**src/rtl/pulse_period_monitor.sv**
```systemverilog
// Strobe period monitor: measures spacing between single-cycle pulses, locks on DIV, flags errors.
// Optional PULSE_PERIOD_MINMAX_EN adds running period_min/period_max outputs.
module pulse_period_monitor #(
  parameter int unsigned DIV      = 3,
  parameter int unsigned CNT_W    = 8,
  parameter int unsigned LOCK_CNT = 4
) (
  input  logic             clk,
  input  logic             reset,
  input  logic             en,
  input  logic             pulse_in,
  output logic [CNT_W-1:0] period,
  output logic             period_valid,
  output logic             locked,
  output logic             err,
`ifdef PULSE_PERIOD_MINMAX_EN
  output logic [CNT_W-1:0] period_min,
  output logic [CNT_W-1:0] period_max,
`endif
  output logic [7:0]       err_count
);

  typedef enum logic [1:0] {StIdle, StAcq, StLock} state_e;

  localparam logic [CNT_W-1:0] CntMax  = '1;
  localparam logic [CNT_W-1:0] DivVal  = CNT_W'(DIV);
  localparam logic [3:0]       LockVal = 4'(LOCK_CNT);

  state_e           state_q, state_d;
  logic [CNT_W-1:0] cnt_q, cnt_d;
  logic [3:0]       match_q, match_d;
  logic [CNT_W-1:0] period_q, period_d;
  logic             valid_q, valid_d;
  logic             locked_q, locked_d;
  logic             err_q, err_d;
  logic [7:0]       err_count_q, err_count_d;
  logic             meas, timeout;

  // cnt == 0 means no earlier pulse, so a pulse from IDLE never yields a measurement.
  assign meas    = pulse_in && (cnt_q != '0);
  assign timeout = !pulse_in && (cnt_q == CntMax);

  always_comb begin
    state_d     = state_q;
    cnt_d       = cnt_q;
    match_d     = match_q;
    period_d    = period_q;
    valid_d     = 1'b0;
    err_d       = 1'b0;
    err_count_d = err_count_q;
    if (!en) begin
      state_d = StIdle;
      cnt_d   = '0;
      match_d = '0;
    end else begin
      if (pulse_in)              cnt_d = CNT_W'(1);
      else if (timeout)          cnt_d = '0;
      else if (cnt_q != '0)      cnt_d = cnt_q + CNT_W'(1);
      if (meas) begin
        period_d = cnt_q;
        valid_d  = 1'b1;
      end
      unique case (state_q)
        StIdle: begin
          if (pulse_in) begin
            state_d = StAcq;
            match_d = '0;
          end
        end
        StAcq: begin
          if (meas) begin
            if (cnt_q == DivVal) begin
              if (match_q + 4'd1 == LockVal) begin
                state_d = StLock;
                match_d = '0;
              end else begin
                match_d = match_q + 4'd1;
              end
            end else begin
              match_d = '0;
            end
          end else if (timeout) begin
            state_d = StIdle;
          end
        end
        StLock: begin
          if (meas && (cnt_q != DivVal)) begin
            err_d   = 1'b1;
            state_d = StAcq;
            match_d = '0;
          end else if (timeout) begin
            err_d   = 1'b1;
            state_d = StIdle;
          end
        end
        default: state_d = StIdle;
      endcase
    end
    if (err_d && (err_count_q != 8'hFF)) err_count_d = err_count_q + 8'd1;
    locked_d = (state_d == StLock);
  end

  always_ff @(posedge clk or posedge reset) begin
    if (reset) begin
      state_q     <= StIdle;
      cnt_q       <= '0;
      match_q     <= '0;
      period_q    <= '0;
      valid_q     <= 1'b0;
      locked_q    <= 1'b0;
      err_q       <= 1'b0;
      err_count_q <= '0;
    end else begin
      state_q     <= state_d;
      cnt_q       <= cnt_d;
      match_q     <= match_d;
      period_q    <= period_d;
      valid_q     <= valid_d;
      locked_q    <= locked_d;
      err_q       <= err_d;
      err_count_q <= err_count_d;
    end
  end

  assign period       = period_q;
  assign period_valid = valid_q;
  assign locked       = locked_q;
  assign err          = err_q;
  assign err_count    = err_count_q;

`ifdef PULSE_PERIOD_MINMAX_EN
  logic [CNT_W-1:0] min_q, max_q;

  // Tracks every measurement; only reset clears the extremes.
  always_ff @(posedge clk or posedge reset) begin
    if (reset) begin
      min_q <= '1;
      max_q <= '0;
    end else if (valid_d) begin
      if (period_d < min_q) min_q <= period_d;
      if (period_d > max_q) max_q <= period_d;
    end
  end

  assign period_min = min_q;
  assign period_max = max_q;
`endif

endmodule
```
**config.mk**
```make
export PLATFORM = sky130hd
export DESIGN_NAME = pulse_period_monitor
export DESIGN_NICKNAME = d
export VERILOG_FILES = /design/src/rtl/pulse_period_monitor.sv
export SDC_FILE = /design/constraint.sdc
export NUM_CORES = 1
export LEC_CHECK = 0
export ABC_AREA = 1
export CAP_MARGIN = 20
export CORE_AREA = 2 2 85 79
export CTS_CLUSTER_DIAMETER = 60
export DETAILED_ROUTE_END_ITERATION = 12
export DIE_AREA = 0 0 87 81
export GPL_ROUTABILITY_DRIVEN = 1
export PLACE_DENSITY_LB_ADDON = 0.15
export SLEW_MARGIN = 20
export SYNTH_ARGS = -nofsm -noshare
export SYNTH_HDL_FRONTEND = slang
export SYNTH_SLANG_ARGS = --single-unit
```
**constraint.sdc**
```tcl
create_clock -name clk -period 1.4 [get_ports clk]
set_input_delay 0.14 -clock clk [delete_from_list [all_inputs] [get_ports clk]]
set_output_delay 0.14 -clock clk [all_outputs]
set_load 0.05 [all_outputs]
```
Word level (Yosys, flattened, before mapping)

Index checks and enable logic that the tools add are counted.

Add/sub/neg operators: 3
Equal/unequal tests: 13
Multiplexer cells: 25
Reduce and logical (&&, ||, !) cells: 9

Operator list:

| cell                                                                   | count |
|---|---|
| 8-bit 2-to-1 mux                                                       | 4 |
| 4-bit 2-to-1 mux                                                       | 6 |
| 8-bit by 1-bit adder with 8-bit output (second input constant)         | 2 |
| 2-bit 2-to-1 mux                                                       | 7 |
| 4-bit case mux with 3 select lines                                     | 1 |
| 3-bit != test (second input constant)                                  | 3 |
| 8-bit by 2-bit equality test with 1-bit output (second input constant) | 1 |
| 8-bit equality test (second input constant)                            | 1 |
| 4-bit by 1-bit != test with 1-bit output (second input constant)       | 2 |
| 8-bit by 2-bit != test with 1-bit output (second input constant)       | 1 |
| 8-bit != test (second input constant)                                  | 1 |
| 8-bit nonzero test                                                     | 1 |
| 1-bit 2-to-1 mux                                                       | 6 |
| 2-bit case mux with 3 select lines                                     | 1 |
| 4-bit by 1-bit adder with 4-bit output (second input constant)         | 1 |
| 2-bit equality test (second input constant)                            | 2 |
| 4-bit by 3-bit equality test with 1-bit output (second input constant) | 1 |
| 1-bit logical AND                                                      | 4 |
| 4-bit AND reduction                                                    | 1 |
| 2-bit by 1-bit equality test with 1-bit output (second input constant) | 1 |
| 2-bit logical NOT                                                      | 1 |
| 2-bit AND reduction                                                    | 1 |
| 1-bit logical NOT                                                      | 1 |

Register bits after elaboration: 33

Longest topological paths before layout

Gate-level depths: netlist of the first run.

Depth in word-level cells: 8
Mapped depth: 12
Mapped depth without buffers: 12

Worst setup path after synthesis of the first run

Ideal clock, no wire load.

Path kind: flip-flop to flip-flop
Start point: reg err_count_q[1], in the netlist err_count[1]
End point: reg err_count_q[2], in the netlist err_count[2]
Setup time: 0.067 ns
Arrival: 1.692 ns
Slack: -0.359 ns
Stages on the path, launching flop included: 8
Buffers on the path: 0
Path through: dfrtp_1 > ha_1 > nand3_1 > nor2_2 > nand3_2 > nand3_4 > nand2_1 > nand2_1

Longest elaborated chain between the ends: 2

Ends and longest elaborated chain:

| item                                                                                           | RTL line | source |
|---|---|---|
| start, declared                                                                                | 36       | `logic [7:0] err_count_q, err_count_d;` |
| start signal, assigned                                                                         | 121      | `err_count_q <= err_count_d;` |
| parallel branches: the longest is 2 deep, another holds 8-bit by 1-bit adder with 8-bit output | n/a      |  |

Parallel ways; which one is timed is not known.
A chain may end at the register's enable or synchronous reset.

Worst setup path in the final report of the first run

Start point: reg cnt_q[1]
End point: reg err_count_q[0], in the netlist err_count[0]

Longest elaborated chain between the ends: 7

Ends and longest elaborated chain:

| item                                                             | RTL line | source |
|---|---|---|
| start, declared                                                  | 30       | `logic [CNT_W-1:0] cnt_q, cnt_d;` |
| start signal, assigned                                           | 115      | `cnt_q <= cnt_d;` |
| 8-bit equality test / 8-bit nonzero test (equally long branches) | 41, 40   |  |
| 1-bit logical AND, on equally long branches                      | 41, 40   |  |
| 1-bit 2-to-1 mux / 1-bit logical AND (equally long branches)     | 91, 87   |  |
| 1-bit 2-to-1 mux *                                               | 87       | `if (meas && (cnt_q != DivVal)) begin` |
| 1-bit 2-to-1 mux *                                               | 63       | `unique case (state_q)` |
| 1-bit 2-to-1 mux *                                               | 51       | `if (!en) begin` |
| 1-bit logical AND *                                              | 99       | `if (err_d && (err_count_q != 8'hFF)) err_count_d = err_count_q + 8'd1;` |

Every way passes the cells marked *; elsewhere a longest branch is shown, timed or not.

==> impl_metrics.yaml, run 1 <==
run_status:
  status: "finished, violations left"
  violations: "negative setup slack"
cts:
  cts.sinks: 33
  htreeDepth: 2
  numCtsBuffers: 5
  clock-root-buffer: "clkbuf_8"
  clock_path_buffers: 2
  cts_tree: "done"
  clk_latency_ns: 0.28
  cts_hold_buf: 0
  clkTransAtPathRegs_ns: 0.07
sta:
  slew_headroom_pct: 80.7
  min_period_over_period_pct: 106
  maxSlewViolCount: 0
  rsz0062_at_grt: "true"
  fmax_ghz: 0.676
  skew_ns: 0.00526
  setup_slack_ns: -0.0791
  report.final.hold_viol_count: 0
  finalSetupViolations: 10
  worst_slew_pin_slew_ns: 0.290
  setup-tns-final_ns: -0.578
  period_needed_ns: 1.48
logic_synthesis:
  ys_warn_count: 0
  synth_cells: 219
  yosysTopAreaCellShare_pct: 46.2
  synth_top_cell_by_area: "dfrtp_1"
  seq_area_frac_synth_pct: 46.2
  syn_nets: 228
  syn-cell-area_sq_um: 1790
  syn_area_per_cell_sq_um: 8.16
  synth-seq-cells: 33
  synth_cell_types: 24
  synth_area_leaders: "dfrtp_1 (46%), nand2_1 (12%), inv_1 (5.2%)"
setup_path:
  crit_fanout: 8
  crit_family: "simple AND/OR/NAND/NOR gates"
  end_kind: "flop"
  crit_slowest_cell: "dfrtp_1"
  cp-start-kind: "flop"
  cp.arrival_ns: 1.66
  path_class: "reg2reg"
  path_cells: "ha_4 -> nand3_4 -> nand3b_1 -> nand2_4 -> nand3_4 -> nand2_2 -> nand2_1"
  critical_path_required_ns: 1.58
  cp_common_cell: "nand3_4"
  slowest_delay_ns: 0.43
  path_buf_inv: 0
  r2r_slack_ns: -0.08
route:
  wl_met1_mm: 2.12
  vias: 1639
  drtAntennaViolNets: 0
  routed_wl_mm: 4.32
  drt-initial-drc-count: 41
  highest_layer: "met4"
  wl_per_cell_microns: 11.8
  wl_met2_mm: 1.99
  via_per_inst: 4.48
  dr.pass1.iters: 4
  met3_length_microns: 154
  route.detailed.drc: 0
pwr:
  p_leak_nw: 1.33
  peakVddDrop_v: 0.000333
  powerDensity_nw_per_um2: 709
  power_mw: 2.04
floorplan:
  start_util_pct: 28.5
  io_pins: 23
  die_area_sq_um: 7050
  die_w_microns: 87
  die_h_microns: 81
  fp-row-count: 28
  core_area_sq_um: 6270
placed_design:
  dp_hpwl_mm: 3.12
  gp_congestion: 0.777
  io_buffer_count: 22
finish:
  fillers: 587
  area_delta_synth_final_pct: 61.1
  final_util_pct: 45.9
  drive_above_1_share_pct: 45.0
  num_antenna_cells: 0
  finalNetCount: 299
job:
  drv_cap: 0
grt:
  grt_pass1_wl_mm: 7.33
  grt_overflow: 0
  grt_pass1_vias: 1558
  grt_use_total_pct: 13.4
  grt_max_degree: 34
  antenna_found_initial: 0
min_path:
  hp-class: "in2async"
-- where the power goes --
part           switching (mW)  internal [mW]
sequential             0.0264          0.974
clock                   0.360          0.345
combinational           0.186          0.152
total                   0.572           1.47
-- per-layer routing --
metal  track usage [%]  vias up
li1                  -      854
met1              18.9      748
met2              20.0       33
met3              3.05        4
met4              5.16        0
met5                 0        -
-- cells by family (layout without fill, tap and decap cells) --
family | after synthesis | in the layout | share of synthesized area [%]
buf+inv | 27 | 99 | 6.30
simple gates | 127 | 127 | 34.4
compound gates | 17 | 17 | 4.76
xor+xnor | 10 | 10 | 4.90
flops | 33 | 33 | 46.2
fa+ha+maj | 5 | 5 | 3.50
-- synthesized netlist by cell type --
master and instances:
a21oi_1 7, buf_4 1, buf_6 1, dfrtp_1 33, ha_1 5, inv_1 25, nand2_1 56, nand2_2 6
nand2_4 1, nand3_1 16, nand3_2 1, nand3_4 1, nand3b_1 1, nand4_1 11, nor2_1 19, nor2_2 4
nor2_4 1, nor3_1 7, nor3_4 1, nor4_1 2, o21ai_0 7, o21ai_1 3, xnor2_1 3, xor2_1 7
-- final cells by class --
class | count | area [sq um] | area share [%]
multi-input cells | 159 | 1070 | 37.3
inverters | 25 | 93.8 | 3.26
clock buffers | 6 | 72.6 | 2.52
clock inverters | 2 | 10.0 | 0.348
well taps | 75 | 93.8 | 3.26
flip-flops and latches | 33 | 833 | 28.9
repair buffers | 66 | 703 | 24.4
-- through the flow --
step | setup slack (ns) | std cells | hold WS, ns | cell area (sq um)
2_1_floorplan | -0.0314 | 219 | 0.213 | 1830
4_1_cts | -0.0416 | 361 | 0.208 | 2690
3_3_place_gp | -0.0758 | 353 | 0.473 | 2570
5_1_grt | -0.144 | 366 | 0.237 | 2880
6_report | -0.0791 | 366 | 0.210 | 2880
3_5_place_dp | -0.0820 | 353 | 0.482 | 2570
-- placed cells by master (no fill, tap or decap), types with 3 or more instances in the layout --
cell and instances:
xnor2_1 3, inv_2 4, nor2_4 6, ha_4 3, xor2_1 5, nand2_1 45
o21ai_1 4, nor3_2 4, nand2_4 4, nor2_1 14, clkbuf_8 5, clkdlybuf4s50_1 3
a21oi_1 5, nand3_1 12, inv_1 21, nor3_1 3, nand4_1 11, dfrtp_1 27
buf_4 47, buf_12 16, nor2_2 4, o21ai_2 4, nand3_4 4, dfrtp_2 6
nand2_2 14
-- registers in the layout (all words and copies together), names as in the netlist --
register and cells:
match_q 4, err 1, state_q 2, period_valid 1
locked 1, period 8, cnt_q 8, err_count 8
-- what timing repair did --
action | CTS | global route
endpoints found under the setup margin | 18 | 30
resized for setup | 11 | 44
cloned | 0 | 0
buffers inserted | 0 | 5
pin swaps | 8 | 10
-- worst paths after layout --
check                           from            to  cells after the start
setup / recovery            cnt_q[1]  err_count[0]                      7
hold / removal                 reset  period_valid                      3
setup reg to reg            cnt_q[1]  err_count[0]                      7
hold reg to reg            period[3]     period[3]                      2
max in group asynchronous      reset  err_count[1]                      3
min in group clk           period[3]     period[3]                      2
-- tightest hold or removal path, stage by stage --
cell and delay (ns):
clkdlybuf4s50_1 0.40, inv_1 0.10, buf_12 0.22
Power figures use the tool's default switching activity.
==> inputs of run 2 (changes only) <==
CELL_PAD_IN_SITES_DETAIL_PLACEMENT = 1   (was unset)
CELL_PAD_IN_SITES_GLOBAL_PLACEMENT = 1   (was unset)
GPL_ROUTABILITY_DRIVEN = 0   (was 1)
RECOVER_POWER = 100   (was unset)
==> run 2 against run 1 <==
Effect of this change: the flow still finishes with violations (negative setup slack); via count increased by 2.8%; hold slack improved by 0.28 ns; non-clock buffer count down 5; setup slack improved by 0.012 ns; sequential power barely moved; clock power rose by 2%; critical path depth stayed put; global-route usage is 1.3 points higher; register-to-register slack is essentially flat; clock-buffer cell count is the same; total power shrank 0.43%; clock skew grew 0.0066 ns; largest power group unchanged.
==> impl_metrics.yaml, run 2 (synthesized netlist as in run 1, its figures left out) <==
run_status:
  status: "finished, violations left"
  violations: "negative setup slack"
route:
  vias: 1685
  drt-initial-drc-count: 55
  dr.pass1.iters: 4
  via_per_inst: 4.67
  wl_per_cell_microns: 13.6
  drtAntennaViolNets: 0
  route.detailed.drc: 0
  routed_wl_mm: 4.91
grt:
  antenna_found_initial: 0
  grt_max_degree: 34
  grt_pass1_vias: 1734
  grt_pass1_wl_mm: 8.03
  grt_overflow: 0
  grt_use_total_pct: 14.8
pwr:
  seq_power_share_pct: 48.8
  powerDensity_nw_per_um2: 758
  combPwrFrac_pct: 15.8
  peakVddDrop_v: 0.000362
  p_leak_nw: 1.29
  p_int_mw: 1.45
  pwr-share-clk_pct: 35.3
  switchingPower_uw: 588
  p_sw_share_pct: 28.9
floorplan:
  die_w_microns: 87
  die_area_sq_um: 7050
  start_util_pct: 28.5
  fp-row-count: 28
  io_pins: 23
  core_area_sq_um: 6270
  die_h_microns: 81
setup_path:
  end_kind: "flop"
  crit_family: "simple AND/OR/NAND/NOR gates"
  slowest_delay_ns: 0.41
  path_class: "reg2reg"
  cp-endpoint: "err_count[7]"
  reg2reg_from: "cnt_q[0]"
  reg2reg_depth: 7
  path_buf_inv: 0
  cp_common_cell: "nand3_4"
  r2r_slack_ns: -0.07
  cp-start-kind: "flop"
  startpoint: "cnt_q[0]"
  cp.arrival_ns: 1.65
  path_cells: "ha_4 -> nand3_4 -> nand3b_1 -> nand2_4 -> nand3_4 -> nand2_2 -> nand2_1"
  crit_cells: 7
  critical_path_required_ns: 1.59
  crit_fanout: 8
  crit_slowest_cell: "dfrtp_2"
  reg2reg_to: "err_count[7]"
cts:
  clock-root-buffer: "clkbuf_8"
  clock_path_buffers: 2
  cts_tree: "done"
  clk_latency_ns: 0.29
  htreeDepth: 2
  cts_hold_buf: 0
  cts.sinks: 33
  clkTransAtPathRegs_ns: 0.07
  numCtsBuffers: 5
finish:
  design_area_sq_um: 2680
  fillers: 746
  area_delta_synth_final_pct: 50.1
  layoutNonFillerInstCount: 361
  regArea_sq_um: 836
  num_antenna_cells: 0
  multi_input_area_sq_um: 1050
  drive_above_1_share_pct: 40.9
  layout_common_cells: "nand2_1 (43), buf_4 (33), dfrtp_1 (25)"
  final_common_cell: "nand2_1"
  finalNetCount: 294
sta:
  fmax_ghz: 0.682
  worst_slew_pin_slew_ns: 0.892
  setup_slack_ns: -0.0671
  finalSetupViolations: 13
  slew_headroom_pct: 40.5
  setup-tns-final_ns: -0.485
  min_period_over_period_pct: 105
  report.final.hold_viol_count: 0
  skew_ns: 0.0118
  rsz0062_at_grt: "true"
  period_needed_ns: 1.47
  maxSlewViolCount: 0
job:
  drv_cap: 0
placed_design:
  io_buffer_count: 22
  placedCellCount: 346
  dp_hpwl_mm: 3.44
  placed_area_sq_um: 2480
min_path:
  hp-class: "reg2reg"
-- run 2: cell types whose count changed in the layout (fill, tap and decap cells not counted), sizes merged --
cell and delta:
clkbuf +14, dlymetal6s2s +3, dlygate4sd3 +1, clkdlybuf4s50 -1, buf -22
-- run 2: power groups by stage --
| stage | combinational, mW | sequential (mW) | clock, mW |
|---|---|---|---|
| detailed placement | 0.302 | 1.01 | 0 |
| floorplan | 0.114 | 1.05 | 0 |
| CTS | 0.331 | 0.998 | 0.763 |
| global placement | 0.299 | 1.01 | 0 |
| global route | 0.354 | 0.995 | 0.792 |
| finish | 0.322 | 0.993 | 0.719 |
-- run 2: worst min-delay path by stage --
stage                     startpoint           end  slack (ns)  cells after the start
after floorplan             pulse_in      cnt_q[6]        0.21                      1
after global placement     period[2]     period[2]        0.47                      2
after detailed placement   period[5]     period[5]        0.48                      2
after CTS                      reset  err_count[6]        0.20                      3
after global routing       period[5]     period[5]        0.51                      2
final                      period[5]     period[5]        0.49                      2
-- run 2: through the flow --
stage,hold slack [ns],total power [mW],util (%),worst slack [ns]
after global placement,0.471,1.31,39.6,-0.194
after detailed placement,0.478,1.32,39.6,-0.231
after CTS,0.200,2.09,42.6,-0.0747
after global routing,0.514,2.14,42.8,-0.148
final,0.486,2.03,42.8,-0.0671
after floorplan,0.213,1.17,-,-0.0314
-- run 2: repair_timing --
action                     4_1_cts  5_1_grt
setup endpoints to repair       24       32
setup buffers                    4        4
pin swaps                       13       15
resized for setup               23       32
-- run 2: routing by layer --
metal  wire (microns)  track usage [%]
met4               63             5.16
met3              148             3.05
met5                0                0
met1             2390             19.5
met2             2310             24.0
-- run 2: area by class of cell --
type	count	area share [%]
inverter	25	3.50
tap	75	3.50
clock buffer	6	2.70
timing repair buffer	61	19.6
multi-input combinational	159	39.2
sequential	33	31.1
clock inverter	2	0.373
-- run 2: worst min-delay path, delay by kind of cell, from the launching register on --
family / cells / cell delay, ns
and+or+nand+nor: 1 / 0.05
DFF: 1 / 0.34
AOI/OAI and AO/OA: 1 / 0.06
